$ cat src/rtl/axil_rr_arbiter.sv
// Round-robin N:1 AXI4-Lite arbiter, one transaction in flight at a time.
// Define AXIL_ARB_TIMEOUT_EN to add the slave response watchdog.
module axil_rr_arbiter #(
    parameter int NUM_MASTERS    = 2,
    parameter int ADDR_W         = 32,
    parameter int DATA_W         = 32,
    parameter int TIMEOUT_CYCLES = 255
) (
    input  logic                              clk,
    input  logic                              rst,
    input  logic [NUM_MASTERS-1:0]            m_arvalid,
    output logic [NUM_MASTERS-1:0]            m_arready,
    input  logic [NUM_MASTERS*ADDR_W-1:0]     m_araddr,
    input  logic [NUM_MASTERS-1:0]            m_awvalid,
    output logic [NUM_MASTERS-1:0]            m_awready,
    input  logic [NUM_MASTERS*ADDR_W-1:0]     m_awaddr,
    input  logic [NUM_MASTERS-1:0]            m_wvalid,
    output logic [NUM_MASTERS-1:0]            m_wready,
    input  logic [NUM_MASTERS*DATA_W-1:0]     m_wdata,
    input  logic [NUM_MASTERS*DATA_W/8-1:0]   m_wstrb,
    output logic [NUM_MASTERS-1:0]            m_rvalid,
    input  logic [NUM_MASTERS-1:0]            m_rready,
    output logic [NUM_MASTERS*DATA_W-1:0]     m_rdata,
    output logic [NUM_MASTERS*2-1:0]          m_rresp,
    output logic [NUM_MASTERS-1:0]            m_bvalid,
    input  logic [NUM_MASTERS-1:0]            m_bready,
    output logic [NUM_MASTERS*2-1:0]          m_bresp,
    output logic                              s_arvalid,
    input  logic                              s_arready,
    output logic [ADDR_W-1:0]                 s_araddr,
    output logic                              s_awvalid,
    input  logic                              s_awready,
    output logic [ADDR_W-1:0]                 s_awaddr,
    output logic                              s_wvalid,
    input  logic                              s_wready,
    output logic [DATA_W-1:0]                 s_wdata,
    output logic [DATA_W/8-1:0]               s_wstrb,
    input  logic                              s_rvalid,
    output logic                              s_rready,
    input  logic [DATA_W-1:0]                 s_rdata,
    input  logic [1:0]                        s_rresp,
    input  logic                              s_bvalid,
    output logic                              s_bready,
    input  logic [1:0]                        s_bresp,
    output logic [$clog2(NUM_MASTERS)-1:0]    grant_id,
    output logic                              busy
);
    localparam int IDW = $clog2(NUM_MASTERS);
    localparam int SW  = DATA_W / 8;

    if (NUM_MASTERS < 2 || NUM_MASTERS > 8 || TIMEOUT_CYCLES < 1 || DATA_W % 8 != 0) begin : g_bad_cfg
        $error("axil_rr_arbiter: unsupported parameter set");
    end

    typedef enum logic [2:0] {IDLE, RD_ADDR, RD_DATA, WR_REQ, WR_RESP} state_e;

    state_e                 state_q;
    logic [IDW-1:0]         grant_q, rr_ptr_q, pick, grant_inc;
    logic                   aw_done_q, w_done_q;
    logic [NUM_MASTERS-1:0] req, gnt_oh;
    logic                   found;
    logic                   sel_arv, sel_awv, sel_wv, sel_rr, sel_br;
    logic                   st_ra, st_rd, st_wr, st_wb;
    logic                   aw_fire, w_fire, rsp_rv, rsp_bv, m_r_fire, m_b_fire;
    logic                   timeout, drain;

    assign req       = m_arvalid | m_awvalid;
    assign gnt_oh    = NUM_MASTERS'(1) << grant_q;
    assign grant_inc = (grant_q == IDW'(NUM_MASTERS - 1)) ? '0 : grant_q + 1'b1;

    // First requester at or after rr_ptr, else first requester from 0 (wrap).
    always_comb begin
        found = 1'b0;
        pick  = '0;
        for (int i = 0; i < NUM_MASTERS; i++) begin
            if (!found && req[i] && IDW'(i) >= rr_ptr_q) begin
                found = 1'b1;
                pick  = IDW'(i);
            end
        end
        for (int i = 0; i < NUM_MASTERS; i++) begin
            if (!found && req[i]) begin
                found = 1'b1;
                pick  = IDW'(i);
            end
        end
    end

    always_comb begin
        s_araddr = '0;
        s_awaddr = '0;
        s_wdata  = '0;
        s_wstrb  = '0;
        sel_arv  = 1'b0;
        sel_awv  = 1'b0;
        sel_wv   = 1'b0;
        sel_rr   = 1'b0;
        sel_br   = 1'b0;
        for (int i = 0; i < NUM_MASTERS; i++) begin
            if (grant_q == IDW'(i)) begin
                s_araddr = m_araddr[i*ADDR_W +: ADDR_W];
                s_awaddr = m_awaddr[i*ADDR_W +: ADDR_W];
                s_wdata  = m_wdata[i*DATA_W +: DATA_W];
                s_wstrb  = m_wstrb[i*SW +: SW];
                sel_arv  = m_arvalid[i];
                sel_awv  = m_awvalid[i];
                sel_wv   = m_wvalid[i];
                sel_rr   = m_rready[i];
                sel_br   = m_bready[i];
            end
        end
    end

    assign st_ra = (state_q == RD_ADDR);
    assign st_rd = (state_q == RD_DATA);
    assign st_wr = (state_q == WR_REQ);
    assign st_wb = (state_q == WR_RESP);

    assign s_arvalid = st_ra & sel_arv;
    assign s_awvalid = st_wr & ~aw_done_q & sel_awv;
    assign s_wvalid  = st_wr & ~w_done_q & sel_wv;
    assign aw_fire   = s_awvalid & s_awready;
    assign w_fire    = s_wvalid & s_wready;

    assign m_arready = gnt_oh & {NUM_MASTERS{st_ra & s_arready}};
    assign m_awready = gnt_oh & {NUM_MASTERS{st_wr & ~aw_done_q & s_awready}};
    assign m_wready  = gnt_oh & {NUM_MASTERS{st_wr & ~w_done_q & s_wready}};

    // A watchdog expiry substitutes a local SLVERR for the missing response.
    assign rsp_rv   = st_rd & (s_rvalid | timeout);
    assign rsp_bv   = st_wb & (s_bvalid | timeout);
    assign m_rvalid = gnt_oh & {NUM_MASTERS{rsp_rv}};
    assign m_bvalid = gnt_oh & {NUM_MASTERS{rsp_bv}};
    assign m_r_fire = rsp_rv & sel_rr;
    assign m_b_fire = rsp_bv & sel_br;
    assign s_rready = (st_rd & ~timeout & sel_rr) | drain;
    assign s_bready = (st_wb & ~timeout & sel_br) | drain;
    assign m_rdata  = {NUM_MASTERS{s_rdata}};
    assign m_rresp  = {NUM_MASTERS{(timeout ? 2'b10 : s_rresp)}};
    assign m_bresp  = {NUM_MASTERS{(timeout ? 2'b10 : s_bresp)}};

    assign grant_id = grant_q;
    assign busy     = (state_q != IDLE);

    always_ff @(posedge clk) begin
        if (rst) begin
            state_q   <= IDLE;
            grant_q   <= '0;
            rr_ptr_q  <= '0;
            aw_done_q <= 1'b0;
            w_done_q  <= 1'b0;
        end else begin
            unique case (state_q)
                IDLE: begin
                    if (found) begin
                        grant_q <= pick;
                        state_q <= m_awvalid[pick] ? WR_REQ : RD_ADDR;
                    end
                end
                RD_ADDR: begin
                    if (s_arvalid && s_arready) state_q <= RD_DATA;
                end
                RD_DATA: begin
                    if (m_r_fire) begin
                        state_q  <= IDLE;
                        rr_ptr_q <= grant_inc;
                    end
                end
                WR_REQ: begin
                    if ((aw_done_q || aw_fire) && (w_done_q || w_fire)) begin
                        state_q   <= WR_RESP;
                        aw_done_q <= 1'b0;
                        w_done_q  <= 1'b0;
                    end else begin
                        if (aw_fire) aw_done_q <= 1'b1;
                        if (w_fire)  w_done_q  <= 1'b1;
                    end
                end
                WR_RESP: begin
                    if (m_b_fire) begin
                        state_q  <= IDLE;
                        rr_ptr_q <= grant_inc;
                    end
                end
                default: state_q <= IDLE;
            endcase
        end
    end

`ifdef AXIL_ARB_TIMEOUT_EN
    localparam int WDW = $clog2(TIMEOUT_CYCLES + 1);

    logic [WDW-1:0] wd_q;
    logic           drain_q;

    assign timeout = (wd_q == WDW'(TIMEOUT_CYCLES));
    assign drain   = drain_q;

    // Counter saturates at the limit so the error response holds until taken.
    always_ff @(posedge clk) begin
        if (rst) begin
            wd_q    <= '0;
            drain_q <= 1'b0;
        end else begin
            drain_q <= 1'b0;
            if (st_rd || st_wb) begin
                if (m_r_fire || m_b_fire) begin
                    wd_q    <= '0;
                    drain_q <= timeout;
                end else if (!timeout) begin
                    wd_q <= wd_q + 1'b1;
                end
            end
        end
    end
`else
    assign timeout = 1'b0;
    assign drain   = 1'b0;
`endif

endmodule

$ cat config.mk
export PLATFORM = sky130hd
export DESIGN_NAME = axil_rr_arbiter
export DESIGN_NICKNAME = d
export VERILOG_FILES = /design/src/rtl/axil_rr_arbiter.sv
export SDC_FILE = /design/constraint.sdc
export NUM_CORES = 1
export LEC_CHECK = 0
export CAP_MARGIN = 30
export CORE_AREA = 2 2 174 176
export CTS_BUF_LIST = sky130_fd_sc_hd__clkbuf_8
export CTS_CLUSTER_SIZE = 40
export DETAILED_ROUTE_END_ITERATION = 6
export DIE_AREA = 0 0 176 178
export PLACE_DENSITY = 0.42
export SYNTH_ARGS = -nofsm -noshare
export SYNTH_HDL_FRONTEND = slang
export SYNTH_SLANG_ARGS = --single-unit
$ cat constraint.sdc
create_clock -name clk -period 2.2 [get_ports clk]
set_input_delay 0.66 -clock clk [delete_from_list [all_inputs] [get_ports clk]]
set_output_delay 0.66 -clock clk [all_outputs]
set_load 0.005 [all_outputs]
==> qor.txt <==
Failing checks - setup timing
Ports - 442
Synthesis Warnings - 0
Post-Syn Area - 0.00236 sq mm
Final Cycle Share - 103%
Worst r2r src - grant_id
Nets@finish - 840
Power density cells - 447 mW/mm^2
Register area share after synthesis - 5.93%
Placed Cells - 937
Reg2reg setup slack - 0.20 ns
Row cnt - 63
Cts bufs inserted - 3
Worst hold path type - flip-flop to flip-flop
Worst hold start - rr_ptr_q
Clk sinks - 7
Vias - 3,219
GR Util All Layers - 9.50%
Max VDD drop - 0.190 mV
Worst r2r dst - state_q[0]
Total Power - 2.87 mW
Critical Path Max Stage Delay - 0.34 ns
ANT nets after route - 0
Crit path kind - flip-flop to primary output
Crit-path max FO - 5
GPL Wtd Cong - 0.690
Leak - 2.64 nW
DRT Pass-1 Iters - 4
DP HPWL - 13,200 um
Setup-failing EPs final - 13
First-pass GRT wire length - 22,100 um
CTS clk-pin slew, worst paths - 0.04 ns
Req. time, crit path - 1.54 ns
Hold Violations, Final - 0
Post-route design area - 0.00641 sq mm
DR WL/cell - 17.2 um
Number of global-route vias before repair - 3,303
Layout Cells excl Fill - 978
Initial Util - 8.03%
Syn_nets - 523
Drt total wl - 16,800 um
FF+latch count, synth - 7
Distinct cells, synth - 35
Synthesized area per cell - 8.75 sq um
Die area - 0.0313 sq mm
Max-slew violations - 0
Die width - 176 um
Most used cell, CP - buf_6
Number of enable flip-flop cells after synthesis - 0
Synth area leaders - mux2_2 48%, buf_4 24%, dfxtp_1 5.9%
FFs w/ async S/R, synth - 0%
Max Cap Violations - 0
Post-route DRC - 0
Synth area leader - mux2_2
Synth-to-layout area growth - 172%
Setup ws final - -0.0769 ns
Clk_skew - 0.00350 ns
Hold slack final - 0.508 ns
Fmax - 439 MHz
Most common cell after layout, fill and taps aside - clkdlybuf4s50_1
Relative slew slack - 76.6%
Worst hold endpoint - rr_ptr_q
Core area - 0.0294 sq mm
CTS tree - built
Dominant synthesized flop cell - dfxtp_1
Root Driver - clkbuf_8
Fillcell total - 3,221
R2r worst-path depth - 11
Initial detailed-routing violation count - 70
Top cell type's share of synthesized area - 47.7%
Largest net degree at the start of global routing - 20
Max H-tree Level - 1
Post-DP Area - 0.00583 sq mm
Critical path arrival - 1.62 ns
Cell count of the worst hold path - 2
Vias per cell - 3.29
Ratio of cells with drive above 1 in the final layout - 50.5%
Worst-Skew Late Latency - 0.23 ns
Clock tree buffer depth - 2
CTS Hold Bufs - 0
Critical-path cell list - buf_12 > buf_8 > buf_6 > buf_6 > buf_4 > mux2_4 > buf_6
Slew @ Worst Pin - 0.347 ns
CP Capture Type - primary output
Run status - finished with violations
Final TNS setup - -0.324 ns
Grt ovf - 0
Post-Synthesis Cells - 270
Most frequent cells in the layout - 193 x clkdlybuf4s50_1, 58 x mux2_2, 45 x buf_6
PortBufs - 333
Setup crit start kind - flip-flop
Initial antenna violation count - 2
Die Y - 178 um
RSZ-0062 raised after global routing - true
Fin crit period - 2.28 ns
CP max stage cell - dfxtp_4
## state kept, by name (all words and copies together), names as in the netlist
signal     flops
aw_done_q      1
grant_id       1
rr_ptr_q       1
state_q        3
w_done_q       1
## cell usage after synthesis (2+ instances only)
cell type  instances
a211oi_1           2
a31oi_1            2
mux2i_1            5
dfxtp_1            7
o22ai_1            4
a21o_1             2
buf_4             75
o221ai_1           2
buf_2             12
nor3_1             5
nand3b_1           2
mux2_2           100
inv_1              8
nand2_1            4
nor4_1             6
nor2_1            10
nand2b_1           2
o21ba_2            2
a21oi_1            2
or3_1              3
## how the worst max path moves through the flow
stage | end | depth (start not counted) | slack [ns] | start
final | s_wdata[10] | 7 | -0.08 | grant_id
after global routing | s_arvalid | 8 | -0.13 | grant_id
after floorplan | s_awaddr[0] | 5 | 0.19 | grant_id
after CTS | s_arvalid | 8 | -0.15 | grant_id
after global placement | m_rvalid[0] | 4 | -0.60 | s_rvalid
after detailed placement | s_awvalid | 5 | -0.62 | m_awvalid[0]
## report_power, final
group | total (mW) | switching [mW] | leakage, nW | internal (mW)
sequential | 0.184 | 0.0285 | 0.0581 | 0.156
clock | 0.185 | 0.0615 | 0.0255 | 0.123
combinational | 2.50 | 0.915 | 2.56 | 1.59
## final cells by class
class | instances | area [sq um] | share of cell area (%)
antenna | 2 | 5.00 | 0.0780
sequential | 7 | 145 | 2.26
multi-input combinational | 166 | 1850 | 28.8
tap | 390 | 488 | 7.61
clock inverter | 1 | 5.00 | 0.0780
inverter | 8 | 32.5 | 0.507
timing repair buffer | 401 | 3850 | 60.1
clock buffer | 3 | 41.3 | 0.644
## critical path: cells and delay by family, from the launching register on
kind | cells | cell delay, ns
buffers and inverters | 6 | 0.75
multiplexers | 1 | 0.29
flip-flops | 1 | 0.34
## per-stage QoR
stage | setup slack (ns) | util [%]
2_1_floorplan | 0.189 | -
3_3_place_gp | -0.605 | 19.8
3_5_place_dp | -0.621 | 19.8
4_1_cts | -0.153 | 21.7
5_1_grt | -0.125 | 21.8
6_report | -0.0769 | 21.8
## timing repair
item,CTS,global route
resized for setup,496,74
gates cloned,4,1
setup endpoints to repair,119,86
buffers inserted,34,9
pin swaps,7,4
## routing by layer
metal	share of wire [%]	vias to the layer above	global-route usage [%]
met5	0	-	0
met4	0.66	0	0.826
met3	11	6	4.24
met1	41	1464	11.4
met2	47	218	16.3
li1	-	1531	-
## cell families after synthesis
logic type	Yosys count	share of synthesized area [%]
AO/OA/AOI/OAI	22	6.67
flip-flops	7	5.93
multiplexers	105	49.8
AND/OR/NAND/NOR	39	9.32
buffers and inverters	97	28.3
No activity file was read; power rests on OpenSTA's default activity.
